### src/rtl/player_pkg.sv
// ----------------------------------------------------------------------------
// player_pkg
// Shared types and constants for the player vertical-motion logic.
//   phase_t                : vertical motion phase encoding (also the 2-bit
//                            phase output of player_jump_ctrl)
//   EDGE_*                 : bit positions inside the 4-bit HitEdgeCode bus
//   FIXED_POINT_MULTIPLIER : sub-pixel scale of speed / position values
// ----------------------------------------------------------------------------
package player_pkg;

    typedef enum logic [1:0] {
        GROUNDED = 2'd0,
        ASCEND   = 2'd1,
        HOVER    = 2'd2,
        FALL     = 2'd3
    } phase_t;

    localparam int EDGE_BOTTOM = 0;
    localparam int EDGE_RIGHT  = 1;
    localparam int EDGE_TOP    = 2;
    localparam int EDGE_LEFT   = 3;

    localparam int FIXED_POINT_MULTIPLIER = 64;

endpackage

### src/rtl/frame_sticky_flag.sv
// ----------------------------------------------------------------------------
// frame_sticky_flag
// Remembers that an event happened at some point during the current frame.
//   clk         : system clock
//   resetN      : asynchronous active-low reset
//   hit         : event strobe, any cycle
//   frame_pulse : start-of-frame pulse; the flag is consumed and restarted
//   clear       : synchronous clear, highest priority
//   flag        : registered sticky flag
// An event coinciding with frame_pulse restarts the flag already set, so it
// is credited to the frame that is just beginning.
// ----------------------------------------------------------------------------
module frame_sticky_flag (
    input  logic clk,
    input  logic resetN,
    input  logic hit,
    input  logic frame_pulse,
    input  logic clear,
    output logic flag
);

    logic flag_reg;

    always_ff @(posedge clk or negedge resetN) begin
        if (!resetN) begin
            flag_reg <= 1'b0;
        end else if (clear) begin
            flag_reg <= 1'b0;
        end else if (frame_pulse) begin
            flag_reg <= hit;
        end else if (hit) begin
            flag_reg <= 1'b1;
        end
    end

    assign flag = flag_reg;

endmodule

### src/rtl/player_jump_ctrl.sv
// ----------------------------------------------------------------------------
// player_jump_ctrl
// Per-frame vertical-motion sequencer for the player sprite. Walks through
// GROUNDED / ASCEND / HOVER / FALL, limits jump height, requires the jump key
// to be released before another jump, and applies saturating gravity.
//   clk          : system clock
//   resetN       : asynchronous active-low reset
//   startOfFrame : one-cycle pulse per frame; all phase decisions happen here
//   jump_key     : active-low jump key (level)
//   collision    : player/object collision, any cycle
//   HitEdgeCode  : [0] player bottom (floor), [2] player top (ceiling)
//   respawn      : one-cycle pulse, returns to FALL with zero speed
//   freeze       : hold all state, Yspeed forced to 0
//   Yspeed       : registered signed Y speed (1/64 px per frame)
//   phase        : current phase (player_pkg::phase_t encoding)
//   jumping      : high in ASCEND or HOVER
// ----------------------------------------------------------------------------
module player_jump_ctrl
    import player_pkg::*;
#(
    parameter int SPEED_W      = 8,
    parameter int JUMP_SPEED   = -30,
    parameter int JUMP_FRAMES  = 16,
    parameter int HOVER_FRAMES = 4,
    parameter int GRAV_ACCEL   = 2,
    parameter int MAX_FALL     = 40
) (
    input  logic                      clk,
    input  logic                      resetN,
    input  logic                      startOfFrame,
    input  logic                      jump_key,
    input  logic                      collision,
    input  logic [3:0]                HitEdgeCode,
    input  logic                      respawn,
    input  logic                      freeze,
    output logic signed [SPEED_W-1:0] Yspeed,
    output logic [1:0]                phase,
    output logic                      jumping
);

    localparam int CNT_RANGE = (JUMP_FRAMES > HOVER_FRAMES)
                             ? ((JUMP_FRAMES > 2) ? JUMP_FRAMES : 2)
                             : ((HOVER_FRAMES > 2) ? HOVER_FRAMES : 2);
    localparam int CNT_W = $clog2(CNT_RANGE);

    localparam logic [CNT_W-1:0] JUMP_LOAD  = CNT_W'(JUMP_FRAMES - 1);
    localparam logic [CNT_W-1:0] HOVER_LOAD = CNT_W'((HOVER_FRAMES > 0) ? HOVER_FRAMES - 1 : 0);
    localparam logic [CNT_W-1:0] CNT_ONE    = CNT_W'(1);

    localparam logic signed [SPEED_W-1:0] JUMP_V = SPEED_W'(JUMP_SPEED);
    localparam logic signed [SPEED_W-1:0] GRAV_V = SPEED_W'(GRAV_ACCEL);
    localparam logic signed [SPEED_W-1:0] MAX_V  = SPEED_W'(MAX_FALL);
    localparam logic signed [SPEED_W:0]   GRAV_W = (SPEED_W + 1)'(GRAV_ACCEL);
    localparam logic signed [SPEED_W:0]   MAX_W  = (SPEED_W + 1)'(MAX_FALL);

    phase_t                      phase_reg, phase_next;
    logic [CNT_W-1:0]            cnt_reg, cnt_next;
    logic signed [SPEED_W-1:0]   yspeed_reg, yspeed_next;
    logic                        armed_reg, armed_next;

    logic ground_seen, ceil_seen;
    logic flag_clear;
    logic signed [SPEED_W:0] fall_sum;

    // Side edges carry no vertical meaning here.
    logic unused_edges;
    assign unused_edges = HitEdgeCode[EDGE_RIGHT] ^ HitEdgeCode[EDGE_LEFT];

    assign flag_clear = respawn | freeze;

    frame_sticky_flag u_ground_flag (
        .clk         (clk),
        .resetN      (resetN),
        .hit         (collision & HitEdgeCode[EDGE_BOTTOM]),
        .frame_pulse (startOfFrame),
        .clear       (flag_clear),
        .flag        (ground_seen)
    );

    frame_sticky_flag u_ceil_flag (
        .clk         (clk),
        .resetN      (resetN),
        .hit         (collision & HitEdgeCode[EDGE_TOP]),
        .frame_pulse (startOfFrame),
        .clear       (flag_clear),
        .flag        (ceil_seen)
    );

    // One extra bit so the gravity add can never wrap before saturation.
    assign fall_sum = {yspeed_reg[SPEED_W-1], yspeed_reg} + GRAV_W;

    always_ff @(posedge clk or negedge resetN) begin
        if (!resetN) begin
            phase_reg  <= FALL;
            cnt_reg    <= '0;
            yspeed_reg <= '0;
            armed_reg  <= 1'b0;
        end else begin
            phase_reg  <= phase_next;
            cnt_reg    <= cnt_next;
            yspeed_reg <= yspeed_next;
            armed_reg  <= armed_next;
        end
    end

    always_comb begin
        phase_next  = phase_reg;
        cnt_next    = cnt_reg;
        yspeed_next = yspeed_reg;
        armed_next  = armed_reg;

        if (respawn) begin
            phase_next  = FALL;
            cnt_next    = '0;
            yspeed_next = '0;
            armed_next  = 1'b0;
        end else if (freeze) begin
            // Zeroing the speed register also makes a frozen fall restart
            // from GRAV_ACCEL once released.
            yspeed_next = '0;
        end else if (startOfFrame) begin
            // Releasing the key (high) arms the next jump.
            if (jump_key) begin
                armed_next = 1'b1;
            end
            unique case (phase_reg)
                GROUNDED: begin
                    if (!ground_seen) begin
                        phase_next  = FALL;
                        yspeed_next = GRAV_V;
                    end else if (armed_reg && !jump_key) begin
                        phase_next  = ASCEND;
                        cnt_next    = JUMP_LOAD;
                        yspeed_next = JUMP_V;
                        armed_next  = 1'b0;
                    end else begin
                        yspeed_next = '0;
                    end
                end
                ASCEND: begin
                    // Floor contact is ignored here: the feet are still
                    // touching the platform right after launch.
                    if (ceil_seen) begin
                        phase_next  = FALL;
                        yspeed_next = GRAV_V;
                    end else if (cnt_reg == '0) begin
                        if (HOVER_FRAMES == 0) begin
                            phase_next  = FALL;
                            yspeed_next = GRAV_V;
                        end else begin
                            phase_next  = HOVER;
                            cnt_next    = HOVER_LOAD;
                            yspeed_next = '0;
                        end
                    end else begin
                        cnt_next    = cnt_reg - CNT_ONE;
                        yspeed_next = JUMP_V;
                    end
                end
                HOVER: begin
                    if (ground_seen) begin
                        phase_next  = GROUNDED;
                        yspeed_next = '0;
                    end else if (cnt_reg == '0) begin
                        phase_next  = FALL;
                        yspeed_next = GRAV_V;
                    end else begin
                        cnt_next    = cnt_reg - CNT_ONE;
                        yspeed_next = '0;
                    end
                end
                FALL: begin
                    if (ground_seen) begin
                        phase_next  = GROUNDED;
                        yspeed_next = '0;
                    end else if (fall_sum > MAX_W) begin
                        yspeed_next = MAX_V;
                    end else begin
                        yspeed_next = fall_sum[SPEED_W-1:0];
                    end
                end
                default: begin
                    phase_next = FALL;
                end
            endcase
        end
    end

    assign Yspeed  = yspeed_reg;
    assign phase   = phase_reg;
    assign jumping = (phase_reg == ASCEND) || (phase_reg == HOVER);

endmodule

### config.mk
export PLATFORM = sky130hd
export DESIGN_NAME = player_jump_ctrl
export DESIGN_NICKNAME = d
export VERILOG_FILES = /design/src/rtl/player_pkg.sv /design/src/rtl/frame_sticky_flag.sv /design/src/rtl/player_jump_ctrl.sv
export SDC_FILE = /design/constraint.sdc
export NUM_CORES = 1
export LEC_CHECK = 0
export CAP_MARGIN = 20
export CORE_ASPECT_RATIO = 1.25
export CORE_MARGIN = 2
export CORE_UTILIZATION = 48
export DETAILED_ROUTE_END_ITERATION = 8
export GPL_ROUTABILITY_DRIVEN = 0
export HOLD_SLACK_MARGIN = 0.1
export PLACE_DENSITY = 0.86
export SLEW_MARGIN = 10
export SYNTH_ARGS = -nofsm -noshare
export SYNTH_HDL_FRONTEND = slang
export SYNTH_SLANG_ARGS = --single-unit
### constraint.sdc
create_clock -name clk -period 2 [get_ports clk]
set_input_delay 0.4 -clock clk [delete_from_list [all_inputs] [get_ports clk]]
set_output_delay 0.4 -clock clk [all_outputs]
set_load 0.02 [all_outputs]
==> results <==
- The most numerous cell in the Yosys netlist is sky130_fd_sc_hd__dfrtp_1.
- Yosys attributes the largest share of cell area to sky130_fd_sc_hd__dfrtp_1 27%, sky130_fd_sc_hd__ha_1 7.6%, sky130_fd_sc_hd__a21oi_1 4.2%.
- The switching power as a share of total power is 27.0%.
- In the routed design, unresolved DRC markers number 0.
- The area of the mapped netlist is 1320 um^2.
- Entering global routing, the biggest net connects 17 pins.
- The post-synthesis cell count is 162.
- The class of the tightest hold or removal check is primary input to async pin.
- Counting flops with a built-in enable in the synthesized netlist gives 0.
- The number of sinks handled by clock tree synthesis is 16.
- Setup repair after global routing left no endpoint under its margin.
- The net total in the final layout is 208.
- The global-route usage over all layers is 22.4%.
- During placement, the flow inserted port buffers numbering 18.
- The first-pass GRT wire length is 5610 um.
- The final hold violation count was 0.
- Of all nets on the critical path, the largest fanout is 6.
- Based on the critical path, the design can be clocked at up to 0.530 GHz.
- The post-route non-filler standard cell count is 222.
- For this configuration, the core starts out at a cell density of 49.6%.
- The number of slew-limit violations in the final report is 0.
- Dividing total power by cell area gives a power density of 419 nW/um^2.
- The number of flip-flops under the largest register name is 7.
- The sequential share of the synthesized area is 30.6%.
- The critical path is of the register to output port type.
- The fraction of layout instances using a drive strength above 1 is 18.6%.
- The number of optimization iterations in the first detailed-route pass is 4.
- TritonCTS built the clock tree.
- The sum of negative setup slack is 0 ns.
- Measured along the y axis, the die boundary spans 62.5 um.
- The repair_antennas step left the layout with diodes totalling 0.
- The Yosys step of the flow raised 0 warnings.
- The per-cell routed wire length is 14.7 um.
- The shortest clock period the worst path allows after layout is 1.89 ns.
- The sequential power share is 48.8%.
- In this run the remaining antenna-violating nets after routing total 0.
- The net count after synthesis is 181.
- The hold slack is 0.415 ns.
- The fraction of post-synthesis cell area in the top cell type by area is 26.6%.
- Total power for the finished layout comes to 0.695 mW.
- After floorplanning, the core was sized to cover 2650 um^2.
- The count of placed standard cells including taps is 218.
- The share of the cycle needed by the critical path after routing is 94.4%.
- The sum of buffers and inverters on the critical path is 1.
- The sum of routed wire length over all layers is 3260 um.
- The initial antenna violation count is 0.
- In this run, the clock network consumes 31.0% of the power.
- Combinational logic burns 20.2% of the power.
- For the worst setup path, the data arrival time is 1.49 ns.
- The critical path's slowest cell is sky130_fd_sc_hd__clkdlybuf4s50_1.
- Counting flops and latches in the post-synthesis netlist gives 16.
- Row generation in the floorplan step produced 21 rows.
- Summed over all cells, the static leakage comes to 0.685 nW.
- The cell taking the most area after synthesis is sky130_fd_sc_hd__dfrtp_1.
- The endpoint required time on the critical path is 1.60 ns.
- The DRC marker count from the first detailed-route iteration is 27.
- The total internal power is 0.507 mW.
- The total number of vias is 1,329.
- Traced cell by cell, the critical path runs through clkdlybuf4s50_1.
- Clock-pin slew was measured on the worst setup and hold paths at 0.09 ns.
- The per-cell via count in the routed design is 5.99.
- The number of CTS-inserted buffers is 3.
- The average instance in the mapped netlist occupies 8.13 um^2.
- The commonest cells after synthesis are 14 x sky130_fd_sc_hd__dfrtp_1, 13 x sky130_fd_sc_hd__nor2_1, 11 x sky130_fd_sc_hd__a21oi_1, 11 x sky130_fd_sc_hd__inv_1.
- The most used flip-flop cell after synthesis is sky130_fd_sc_hd__dfrtp_1.
- The sort of element at the end of the critical path is an output port.
- The run finished with clean final reports.
- Measured along the x axis, the die boundary spans 50.8 um.
- Setup violations remaining at the end of the flow were counted as 0.
- The total setup buffers inserted after CTS is 0.
- The critical path's top delay family is buffers and inverters.
- VDD sags by at most 0.424 mV.
- The sort of element at the start of the critical path is a register.
- Compared with the post-synthesis result, the final layout area differs by 25.9%.
- In this design, the stage delay of the slowest critical-path cell is 0.61 ns.
- The area enclosed by the die boundary is 3180 um^2.
- The sum of overflow across all layers after global routing is 0.
- The HPWL after detailed placement is 2560 um.
- The clock network latency to the later pin of the worst-skew pair is 0.29 ns.
- The maximum clock skew at final layout is 0.00286 ns.
- Counting along the longest clock path gives a buffer depth of 2.
- In the synthesized netlist the async set-or-reset flop fraction comes to 100%.
- The tool flagged a number of max-cap violations equal to 0.
- The count of hold buffers inserted by post-cts repair is 0.
- The buffer cell driving the clock tree root is sky130_fd_sc_hd__clkbuf_4.
- The netlist uses 54 different library cells.
- For this design the total switching power over the nets is 0.188 mW.
- The number of global-route vias before repair is 1,334.
- The level count of the clock H-tree is 1.
- The number of top-level pins is 22.
-- final cells by class --
| type | count | area (um^2) |
|---|---|---|
| fillers | 231 | 997 |
| repair buffers | 31 | 273 |
| inverters | 11 | 41.3 |
| clock buffers | 4 | 36.3 |
| flip-flops and latches | 16 | 403 |
| well taps | 34 | 42.5 |
| multi-input cells | 126 | 861 |
-- power groups by stage --
stage               Clock, mW  Combinational, mW  Sequential [mW]
floorplan                   0             0.0693            0.348
global placement            0              0.132            0.345
detailed placement          0              0.138            0.345
CTS                     0.218              0.139            0.339
global route            0.232              0.155            0.340
finish                  0.215              0.140            0.339
-- per-stage QoR --
stage	cell area [um^2]	worst slack [ns]	utilization, %
floorplan	1320	0.0391	-
global placement	1590	0.0560	60.0
detailed placement	1590	-0.0370	60.0
CTS	1640	0.00175	61.9
global route	1660	0.0253	62.4
finish	1660	0.112	62.4
-- repair_timing --
item                                    4_1_cts  5_1_grt
cloned                                        0        0
resized for setup                             3        7
endpoints found under the setup margin        3        7
-- cell usage in the layout, fill, tap and decap left out, types with 5 or more instances in the layout --
master	count
sky130_fd_sc_hd__nand3_1	10
sky130_fd_sc_hd__buf_4	13
sky130_fd_sc_hd__o21ai_0	6
sky130_fd_sc_hd__ha_1	5
sky130_fd_sc_hd__dfrtp_1	14
sky130_fd_sc_hd__nor3_1	9
sky130_fd_sc_hd__inv_1	11
sky130_fd_sc_hd__clkdlybuf4s50_1	17
sky130_fd_sc_hd__nand2b_1	5
sky130_fd_sc_hd__a21oi_1	10
sky130_fd_sc_hd__nand2_1	10
sky130_fd_sc_hd__nor2_1	13
-- cell families (layout without fill, tap and decap cells) --
group / count (synthesis) / in the layout / share of synthesized area [%]
AO/OA/AOI/OAI: 51 / 51 / 27.8
AND/OR/NAND/NOR: 65 / 65 / 26.6
flip-flops: 16 / 16 / 30.6
other: 1 / 1 / 0.285
adder cells (fa/ha/maj): 8 / 8 / 7.60
XOR/XNOR: 1 / 1 / 0.666
buffers and inverters: 20 / 46 / 6.46
-- metal layers --
layer  part of all wire (%)  GRT usage [%]
met2                     57           43.4
met5                      0              0
met4                    2.3           10.8
met1                     39           23.1
met3                    2.2           1.91
-- worst paths after layout --
check                          start    endpoint  slack, ns  cells after the start
min in group clk           armed_reg   armed_reg       0.58                      2
max reg2reg                Yspeed[1]   Yspeed[1]       0.12                      6
min reg2reg                armed_reg   armed_reg       0.58                      2
min                           resetN  cnt_reg[3]       0.41                      2
max in group asynchronous     resetN    phase[0]       1.34                      2
max                         phase[0]    phase[0]       0.11                      1
Power figures use the tool's default switching activity.
